## config.mk

```make
export PLATFORM = sky130hd
export DESIGN_NAME = cmp_seq_scheduler
export DESIGN_NICKNAME = d
export VERILOG_FILES = /design/src/rtl/cmp_seq_scheduler.sv
export SDC_FILE = /design/constraint.sdc
export NUM_CORES = 1
export LEC_CHECK = 0
export ABC_AREA = 1
export BUFFER_PORTS_ARGS = -buffer_cell sky130_fd_sc_hd__buf_2
export CORE_MARGIN = 3
export CORE_UTILIZATION = 40
export DETAILED_ROUTE_END_ITERATION = 7
export PLACE_DENSITY = 0.73
export SYNTH_ARGS = -nofsm -noshare
export SYNTH_HDL_FRONTEND = slang
export SYNTH_SLANG_ARGS = --single-unit
export TNS_END_PERCENT = 10
```

## constraint.sdc

```tcl
create_clock -name clk -period 1.8 [get_ports clk]
set_input_delay 0.45 -clock clk [delete_from_list [all_inputs] [get_ports clk]]
set_output_delay 0.45 -clock clk [all_outputs]
set_load 0.005 [all_outputs]
```

## src/rtl/cmp_seq_scheduler.sv

```systemverilog
// rtl/cmp_seq_scheduler.sv - one shared less-than comparator time-multiplexed over NUM_PAIRS operand pairs
// Optional build macro CMP_SIGNED_EN selects a signed comparison instead of unsigned.
module cmp_seq_scheduler #(
  parameter int NUM_PAIRS = 8,
  parameter int DATA_W    = 8
) (
  input  logic                        clk,
  input  logic                        rst,
  input  logic                        in_valid,
  output logic                        in_ready,
  input  logic [NUM_PAIRS*DATA_W-1:0] x_bus,
  input  logic [NUM_PAIRS*DATA_W-1:0] y_bus,
  output logic                        out_valid,
  input  logic                        out_ready,
  output logic [NUM_PAIRS-1:0]        result,
  output logic                        busy
);

  localparam int CNT_W = (NUM_PAIRS > 1) ? $clog2(NUM_PAIRS) : 1;
  localparam int BUS_W = NUM_PAIRS * DATA_W;

  localparam logic [1:0] S_IDLE = 2'd0;
  localparam logic [1:0] S_RUN  = 2'd1;
  localparam logic [1:0] S_DONE = 2'd2;

  logic [1:0]           state;
  logic [CNT_W-1:0]     cnt;
  logic [BUS_W-1:0]     x_reg;
  logic [BUS_W-1:0]     y_reg;
  logic [NUM_PAIRS-1:0] res_reg;
  logic [NUM_PAIRS-1:0] pos_mask;
  logic [DATA_W-1:0]    x_cur;
  logic [DATA_W-1:0]    y_cur;
  logic                 lt;
  logic                 last;

  // Operand registers shift left each compare, so the current pair is always on top.
  assign x_cur    = x_reg[BUS_W-1 -: DATA_W];
  assign y_cur    = y_reg[BUS_W-1 -: DATA_W];
  assign pos_mask = {1'b1, {(NUM_PAIRS-1){1'b0}}} >> cnt;
  assign last     = (cnt == CNT_W'(NUM_PAIRS - 1));

`ifdef CMP_SIGNED_EN
  assign lt = $signed(x_cur) < $signed(y_cur);
`else
  assign lt = x_cur < y_cur;
`endif

  assign in_ready  = (state == S_IDLE);
  assign out_valid = (state == S_DONE);
  assign busy      = (state == S_RUN) || (state == S_DONE);
  assign result    = res_reg;

  always_ff @(posedge clk) begin
    if (rst) begin
      state   <= S_IDLE;
      cnt     <= '0;
      x_reg   <= '0;
      y_reg   <= '0;
      res_reg <= '0;
    end else begin
      case (state)
        S_IDLE: begin
          if (in_valid) begin
            x_reg <= x_bus;
            y_reg <= y_bus;
            cnt   <= '0;
            state <= S_RUN;
          end
        end
        S_RUN: begin
          x_reg <= x_reg << DATA_W;
          y_reg <= y_reg << DATA_W;
          // The previous result stays visible until this first compare clears it.
          if (cnt == '0)
            res_reg <= lt ? pos_mask : '0;
          else
            res_reg <= lt ? (res_reg | pos_mask) : (res_reg & ~pos_mask);
          if (last)
            state <= S_DONE;
          else
            cnt <= cnt + CNT_W'(1);
        end
        S_DONE: begin
          if (out_ready)
            state <= S_IDLE;
        end
        default: state <= S_IDLE;
      endcase
    end
  end

endmodule
```

==> out/metrics.cfg <==
[status]
status = completed

[floorplanning]
rows = 44
io-pin-count = 143
initial_core_util_pct = 41.8
dieArea_um2 = 17000
core_um2 = 14800
fp.dieW_um = 130
die_h_um = 130

[global_routing]
grt_max_degree = 66
grt_pass1_wl_um = 25100
antenna_found_initial = 1
grt_pass1_vias = 5217
grt_usage_pct = 18.6
overflow = 0

[critical_path]
cp_slowest_cell = dfxtp_1
critPathRequiredTime_ns = 1.35
critPathMaxStageDelay_ns = 0.34
end_kind = output pin
crit_chain = inv_1, ha_2, buf_2
arrival_ns = 1.29
startpoint_type = flip-flop
r2r_slack_ns = 0.15
critPathMaxFanout = 3
critPathKind = reg -> out

[yosys]
async_flop_share_pct = 0
yosysSeqAreaShare_pct = 45.6
synth_common_cells = nand2_1 (270), dfxtp_1 (141), a31oi_1 (112), o21ai_0 (69), o21ai_1 (51)
synth_area_um2 = 6180
netlist_top_cells_area = dfxtp_1 (46%), nand2_1 (16%), a31oi_1 (11%)
synth_top_area_share_pct = 45.6
synth_seq_cells = 141
yosys_warnings = 0
syn_nets = 970
synth_cells = 822
synth_cell_type_count = 24
synth_top_cell_by_area = dfxtp_1
synth_ff_type = dfxtp_1
postSynthAreaPerCell_um2 = 7.52
synth_most_common_cell = nand2_1
synth_enable_flop_cells = 0

[cts]
cts_root_buf = clkbuf_16
cts_buffers = 17
htreeDepth = 4
cts_buffer_depth = 2
worstSkewPairLatency_ns = 0.42
clock-sinks = 141
cts_tree = yes
clkTransAtPathRegs_ns = 0.06
postCtsHoldBufs = 0

[timing]
finalMaxSlewViolations = 0
setup_viol = 0
finalClockSkew_ns = 0.00456
tightestPinTransition_ns = 0.557
slew_headroom_pct = 62.9
hold_ws_ns = 0.288
grt_setup_unrepaired = no
timing.fmax_mhz = 576
fin_crit_sh_pct = 96.4
fin_crit_ns = 1.74
finalHoldViolCount = 0
setup_tns_ns = 0

[detailed_routing]
route.detailed.drc = 0
wl_um = 16600
drtIter0Drc = 418
drt.antenna.violating_nets = 0
wl_per_cell_um = 14.6
firstDrtPassIters = 5
num_vias = 5958
viasPerCell = 5.25

[power]
vdd_drop_max_v = 0.000807
power.density_nw_per_um2 = 1260
power.leakage_nw = 3.36

[finish]
drive_gt1_share_pct = 21.7
areaGrowthSynthToFinish_pct = 26.0
fin_nets = 1086
n_antenna_cell = 0

[flow_run]
cap_violations = 0

[min_path]
hold_path.class = in -> reg

[placement]
place_hpwl_um = 10700
place_congestion = 0.790
port_buffers = 142

[cells by family (layout without fill, tap and decap cells)]
family	Yosys count	in the layout	share of synthesized area [%]
fa+ha+maj	16	16	3.24
compound gates	267	267	24.0
flops	141	141	45.6
simple gates	302	302	18.9
buf+inv	96	225	8.22
[cell type report]
cell class | count | area, µm²
clock inverter | 11 | 164
timing repair buffer | 166 | 1090
clock buffer | 21 | 470
timing repair inverter | 1 | 8.76
tap | 184 | 230
inverter | 26 | 128
multi-input combinational | 585 | 2880
fill | 1433 | 7020
sequential | 141 | 2820
[layer usage]
layer	global-route usage, %	part of all wire [%]
met1	23.9	44
met2	30.1	49
met5	0	0.12
met4	7.44	1.8
met3	4.50	5.2
[layout by cell type, fill, tap and decap left out, drive strengths merged, types with 2 or more instances in the layout]
cell type,synthesis,final
clkbuf,30,24
a31oi,112,112
bufinv,0,5
o21ai,121,121
clkinvlp,0,2
nand3,22,22
nand2,271,271
a21oi,32,32
nor2,8,8
dfxtp,141,141
buf,40,163
inv,26,25
clkinv,0,6
ha,16,16
[stage by stage]
| stage | power [mW] | setup WS [ns] | utilization, % | cell area, µm² | instances |
|---|---|---|---|---|---|
| 2_1_floorplan | 5.34 | 0.251 | - | 6180 | 822 |
| 3_3_place_gp | 5.83 | 0.138 | 47.1 | 6980 | 1097 |
| 5_1_grt | 10.3 | 0.00240 | 52.6 | 7790 | 1135 |
| 6_report | 9.79 | 0.0644 | 52.6 | 7790 | 1135 |
| 4_1_cts | 9.63 | 0.0103 | 51.4 | 7610 | 1129 |
| 3_5_place_dp | 5.87 | 0.0439 | 47.1 | 6980 | 1097 |
[worst paths after layout]
path / end / from / cells after the start
setup / recovery: busy / state[1]$_SDFFE_PP0P_ / 3
hold / removal: x_reg[1]$_SDFFE_PP0P_ / x_bus[1] / 3
setup reg to reg: x_reg[34]$_SDFFE_PP0P_ / state[1]$_SDFFE_PP0P_ / 8
hold reg to reg: x_reg[42]$_SDFFE_PP0P_ / x_reg[34]$_SDFFE_PP0P_ / 2
[power by group]
group,switching [mW],total [mW],internal (mW)
combinational,1.28,2.16,0.879
clock,1.34,3.76,2.42
sequential,0.254,3.87,3.61
total,2.87,9.79,6.91
[critical path, delay by kind of cell (launching register included)]
family                     cells  cell delay, ns
adders and majority gates      1            0.33
DFF                            1            0.34
buffers and inverters          2            0.19
[repair_timing]
item / CTS / global route
gates resized for setup: 0 / 17
setup buffers: 0 / 2
endpoints found under the setup margin: 0 / 83
No activity file was read; power rests on OpenSTA's default activity.
